## src/rtl/shift_left8_seq_if.sv

```systemverilog
// Handshake and data bundle for the sequential 8-bit shift/rotate unit.
// The requester drives start/op/d_in/shamt and observes d_out/busy/done.
interface shift_left8_seq_if;
    logic       start;
    logic       op;
    logic [7:0] d_in;
    logic [2:0] shamt;
    logic [7:0] d_out;
    logic       busy;
    logic       done;

    modport master (
        output start, op, d_in, shamt,
        input  d_out, busy, done
    );

    modport slave (
        input  start, op, d_in, shamt,
        output d_out, busy, done
    );
endinterface

```

## src/rtl/shift_left8_seq.sv

```systemverilog
// Sequential 8-bit left shifter / rotator: one bit position per clock.
// An operation is accepted in IDLE, stepped in SHIFT until the counter
// reaches its last step, and signalled by a single-cycle DONE state.
module shift_left8_seq (
    input  logic            clk,
    input  logic            reset,
    shift_left8_seq_if.slave bus
);

    typedef enum logic [1:0] {
        IDLE  = 2'd0,
        SHIFT = 2'd1,
        DONE  = 2'd2
    } state_t;

    state_t     state;
    state_t     state_next;
    logic [7:0] work;
    logic [2:0] count;
    logic       op_q;
    logic [7:0] d_out_q;
    logic [7:0] step_val;

    // One step of the latched operation: zero fill or wrap of the MSB.
    assign step_val = {work[6:0], op_q & work[7]};

    // Outputs are pure decodes of the state register, so no input reaches them.
    assign bus.busy  = (state == SHIFT);
    assign bus.done  = (state == DONE);
    assign bus.d_out = d_out_q;

    // State register.
    always_ff @(posedge clk or posedge reset) begin
        if (reset) begin
            state <= IDLE;
        end else begin
            state <= state_next;
        end
    end

    // Next-state logic; start is only looked at in IDLE and DONE always falls back to IDLE.
    always_comb begin
        state_next = state;
        unique case (state)
            IDLE: begin
                if (bus.start) begin
                    state_next = (bus.shamt == 3'd0) ? DONE : SHIFT;
                end
            end
            SHIFT: begin
                if (count == 3'd1) begin
                    state_next = DONE;
                end
            end
            DONE: begin
                state_next = IDLE;
            end
            default: begin
                state_next = IDLE;
            end
        endcase
    end

    // Datapath: operand capture in IDLE, stepping in SHIFT, result published on entry to DONE.
    always_ff @(posedge clk or posedge reset) begin
        if (reset) begin
            work    <= 8'h00;
            count   <= 3'd0;
            op_q    <= 1'b0;
            d_out_q <= 8'h00;
        end else begin
            unique case (state)
                IDLE: begin
                    if (bus.start) begin
                        work  <= bus.d_in;
                        op_q  <= bus.op;
                        count <= bus.shamt;
                        if (bus.shamt == 3'd0) begin
                            d_out_q <= bus.d_in;
                        end
                    end
                end
                SHIFT: begin
                    work  <= step_val;
                    count <= count - 3'd1;
                    if (count == 3'd1) begin
                        d_out_q <= step_val;
                    end
                end
                DONE: begin
                    work <= work;
                end
                default: begin
                    work <= work;
                end
            endcase
        end
    end

endmodule

```

## src/flat_wrapper.sv

```systemverilog
// flat-port wrapper written by rule: the top's interface ports become plain ports
module shift_left8_seq_flat 
  (clk, reset, bus_start, bus_op, bus_d_in, bus_shamt, bus_d_out, bus_busy, bus_done);
  shift_left8_seq_if bus_i ();
  input  logic clk;
  input  logic reset;
  input wire logic [$bits(bus_i.start)-1:0] bus_start;
  input wire logic [$bits(bus_i.op)-1:0] bus_op;
  input wire logic [$bits(bus_i.d_in)-1:0] bus_d_in;
  input wire logic [$bits(bus_i.shamt)-1:0] bus_shamt;
  output wire logic [$bits(bus_i.d_out)-1:0] bus_d_out;
  output wire logic [$bits(bus_i.busy)-1:0] bus_busy;
  output wire logic [$bits(bus_i.done)-1:0] bus_done;
  assign bus_i.start = bus_start;
  assign bus_i.op = bus_op;
  assign bus_i.d_in = bus_d_in;
  assign bus_i.shamt = bus_shamt;
  assign bus_d_out = bus_i.d_out;
  assign bus_busy = bus_i.busy;
  assign bus_done = bus_i.done;
  shift_left8_seq u_core (.clk(clk), .reset(reset), .bus(bus_i));
endmodule
```

## config.mk

```make
export PLATFORM = sky130hd
export DESIGN_NAME = shift_left8_seq_flat
export DESIGN_NICKNAME = d
export VERILOG_FILES = /design/src/rtl/shift_left8_seq_if.sv /design/src/rtl/shift_left8_seq.sv /design/src/flat_wrapper.sv
export SDC_FILE = /design/constraint.sdc
export NUM_CORES = 1
export LEC_CHECK = 0
export CAP_MARGIN = 20
export CORE_UTILIZATION = 39
export CTS_CLUSTER_DIAMETER = 150
export DETAILED_ROUTE_END_ITERATION = 12
export GPL_ROUTABILITY_DRIVEN = 1
export PLACE_DENSITY_LB_ADDON = 0.2
export SLEW_MARGIN = 20
export SYNTH_ARGS = -nofsm -noshare
export SYNTH_HDL_FRONTEND = slang
export SYNTH_SLANG_ARGS = --single-unit
```

## constraint.sdc

```tcl
create_clock -name clk -period 2.4 [get_ports clk]
set_clock_uncertainty 0.2 [all_clocks]
set_input_delay 0.36 -clock clk [delete_from_list [all_inputs] [get_ports clk]]
set_output_delay 0.36 -clock clk [all_outputs]
set_load 0.05 [all_outputs]
```

==> impl_results.md <==
- Outcome: finished, final reports clean
- Final RePlAce weighted congestion: 0.7957
- DIE HEIGHT: 56.39 um
- Element type at the critical path start: flip-flop
- Number of pins exceeding their max-slew limit in the final report: 0
- Final cell count without fillers: 173
- Count of distinct cell types in the synthesized netlist: 27
- Post-synthesis instance total: 120
- Total number of nets in the final design: 161
- Worst slack after detailed placement: 0.1844 ns
- Area of the placeable core: 0.002781 mm2
- X dimension of the die: 56.39 um
- Buffers inserted by post-CTS timing repair: 0
- Diodes inserted: 0
- Clock buffer count from CTS: 3
- Root buffer cell: sky130_fd_sc_hd__clkbuf_4
- Post-synthesis register bit count: 22
- Detailed placement HPWL: 1.877 mm
- Synthesized cell area: 0.001154 mm2
- First-pass DRT Iterations: 4
- Number of buffers on the longest clock path: 2
- Share of async-settable or async-resettable flops after synthesis: 100.0%
- Data arrival, critical path: 1.48 ns
- Synth Flop Type: sky130_fd_sc_hd__dfrtp_1
- Remaining max-slew budget at the tightest pin: 67.23%
- Leading cell types by total area after synthesis: sky130_fd_sc_hd__dfrtp_1 (48%), sky130_fd_sc_hd__a21oi_1 (7.8%), sky130_fd_sc_hd__o32ai_1 (5.3%)
- Max-cap check violation count: 0
- Clock slew at reported path FFs: 0.11 ns
- Vias in the first global route: 953
- Ranking of synthesized cells by instance count: sky130_fd_sc_hd__dfrtp_1 (22), sky130_fd_sc_hd__a21oi_1 (18), sky130_fd_sc_hd__nand2_1 (10)
- Global-route wire length before repair: 4.409 mm
- Final WL: 2.529 mm
- Cell type group with the largest total delay on the critical path: buffers and inverters
- Post-synthesis area per instance: 9.613 um2
- Hold violation total from the final report: 0
- Share of the cycle needed by the critical path after routing: 84.85%
- Biggest area consumer among synthesized cells: sky130_fd_sc_hd__dfrtp_1
- GRT overflow: 0
- Synth warn: 0
- Clock insertion delay at the later pin of the skew report: 0.30 ns
- Layout overhead on the synthesized area: 25.05%
- Required time at the endpoint of the critical path: 1.84 ns
- Leakage power summed over all cells: 0.6034 nW
- Crit-path max FO: 2
- Clock sink total: 22
- Largest vdd supply drop: 775.2 uV
- Initial Utilization: 41.48%
- Number of flops mapped to enable cells by yosys: 0
- Register area share after synthesis: 47.72%
- Violation count after the first detailed-routing iteration: 28
- Cell chain of the critical path: clkdlybuf4s50_1
- Number of resized instances in the post-cts repair step: 0
- Cell row count: 19
- Number of buffer cells added on primary ports: 24
- Number of filler instances in the final layout: 266
- Tightest hold margin: 0.1807 ns
- Worst setup path class: flip-flop to primary output
- Clock tree from TritonCTS: yes
- Most frequently used cell type in the post-synthesis netlist: sky130_fd_sc_hd__dfrtp_1
- Die area: 0.003179 mm2
- Proportion of layout cells with a drive suffix above 1: 9.155%
- Post-detailed-route wirelength per cell: 14.62 um
- Sum of negative setup slack: 0 ns
- Post-CTS Hold Buffers: 0
- Final setup margin: 0.3637 ns
- DRT antenna net count: 0
- Least-Margin Pin Slew: 0.4900 ns
- Part of the power in the clock network: 8.4%
- Master of the slowest instance on the critical path: sky130_fd_sc_hd__clkdlybuf4s50_1
- Gate power share: 56.6%
- Total number of vias: 975
- Highest clock frequency the design can meet: 0.4911 GHz
- Switching power: 861.5 uW
- Finish-stage setup viols: 0
- GRT Util Overall: 17.70%
- Clock H-tree levels: 1
- Max stage delay on crit path: 0.80 ns
- Internal power consumption: 1.055 mW
- Synth top area share: 47.72%
- Worst path buffer plus inverter count: 1
- Number of antenna violations at the first check in global routing: 0
- RSZ-0062 raised after global routing: no
- Share of power burned in registers: 35.0%
- Worst Hold Class: primary input to asynchronous set/reset pin
- Placed Cells: 170
- Number of primary I/O pins: 25
- Final critical delay including setup and external delays: 2.036 ns
- Net switching share of the total power: 44.96%
- DR DRC count: 0
- Pwr Density: 1328 mW/mm2
- Kind of end point of the critical path: primary output
- Largest net degree at the start of global routing: 31
- Via/cell ratio: 5.636
- Syn_nets: 137
-- cells in the final DEF (no fill, tap or decap) --
cell and instances:
sky130_fd_sc_hd__nor2b_1 2, sky130_fd_sc_hd__buf_12 1, sky130_fd_sc_hd__or3_1 1, sky130_fd_sc_hd__ha_1 2
sky130_fd_sc_hd__o221a_1 1, sky130_fd_sc_hd__o32ai_1 7, sky130_fd_sc_hd__or2_1 1, sky130_fd_sc_hd__inv_1 5
sky130_fd_sc_hd__o21bai_1 1, sky130_fd_sc_hd__buf_4 7, sky130_fd_sc_hd__nor2_1 9, sky130_fd_sc_hd__dfrtp_1 22
sky130_fd_sc_hd__clkdlybuf4s50_1 22, sky130_fd_sc_hd__nand2_1 10, sky130_fd_sc_hd__a31oi_1 1, sky130_fd_sc_hd__a21oi_1 18
sky130_fd_sc_hd__mux2_2 1, sky130_fd_sc_hd__and2b_1 1, sky130_fd_sc_hd__nor3b_1 4, sky130_fd_sc_hd__o22a_1 4
sky130_fd_sc_hd__nand4bb_1 1, sky130_fd_sc_hd__clkbuf_4 3, sky130_fd_sc_hd__a22oi_1 1, sky130_fd_sc_hd__and3b_1 6
sky130_fd_sc_hd__and4bb_2 1, sky130_fd_sc_hd__or3b_1 1, sky130_fd_sc_hd__o21ai_0 9
-- per-stage QoR --
stage | utilization, % | area [um2] | power (mW)
after floorplan | - | 1154 | 1.429
after global placement | 51.06 | 1420 | 1.735
after detailed placement | 51.06 | 1420 | 1.774
after CTS | 51.87 | 1443 | 1.936
after global routing | 51.87 | 1443 | 2.054
final | 51.87 | 1443 | 1.916
-- path summary, 6_finish.rpt --
check,startpoint,endpoint,slack [ns],cells past startpoint
setup / recovery,u_core.bus.d_out[0],bus_d_out[0],0.36,1
hold / removal,reset,u_core.bus.d_out[0],0.18,3
setup reg to reg,u_core.state[1],u_core.bus.d_out[7],0.60,4
hold reg to reg,u_core.op_q,u_core.op_q,0.32,1
max in group asynchronous,reset,u_core.op_q,1.60,3
min in group clk,u_core.op_q,u_core.op_q,0.32,1
-- logic make-up (layout without fill, tap and decap cells) --
group | count (synthesis) | in the layout | synth area share [%]
AO/OA/AOI/OAI | 42 | 42 | 22.89
buffers and inverters | 16 | 38 | 7.266
multiplexers | 1 | 1 | 0.9761
adder cells (fa/ha/maj) | 2 | 2 | 2.169
flip-flops | 22 | 22 | 47.72
AND/OR/NAND/NOR | 37 | 37 | 18.98
-- power groups by stage --
stage | registers (mW) | clock network, mW | logic [mW]
global route | 0.694 | 0.186 | 1.17
finish | 0.671 | 0.160 | 1.08
detailed placement | 0.682 | 0 | 1.09
CTS | 0.673 | 0.168 | 1.09
global placement | 0.672 | 0 | 1.06
floorplan | 0.897 | 0 | 0.532
-- state kept, by name, indices dropped and copies added (netlist names) --
| signal | count |
|---|---|
| u_core.count | 3 |
| u_core.work | 8 |
| u_core.bus.d_out | 8 |
| u_core.state | 2 |
| u_core.op_q | 1 |
-- tightest hold or removal path: cells and delay by family --
family / cells / cell delay, ns
buf+inv: 3 / 0.72
-- routing by layer --
layer	share of wire, %	wire length, um	GRT usage [%]
met1	50	1272	24.44
met2	45	1132	28.06
met3	4.2	106	4.378
met4	0.67	17	4.181
met5	0	0	0
-- area by class of cell --
cell class	instances	area, um2	share of cell area, %
Clock buffer	3	22.52	1.561
Inverter	5	18.77	1.301
Multi-Input combinational cell	82	519.2	35.99
Sequential cell	22	550.5	38.16
Tap cell	31	38.79	2.689
Timing Repair Buffer	30	292.8	20.29
(Power assumes the default switching activity.)
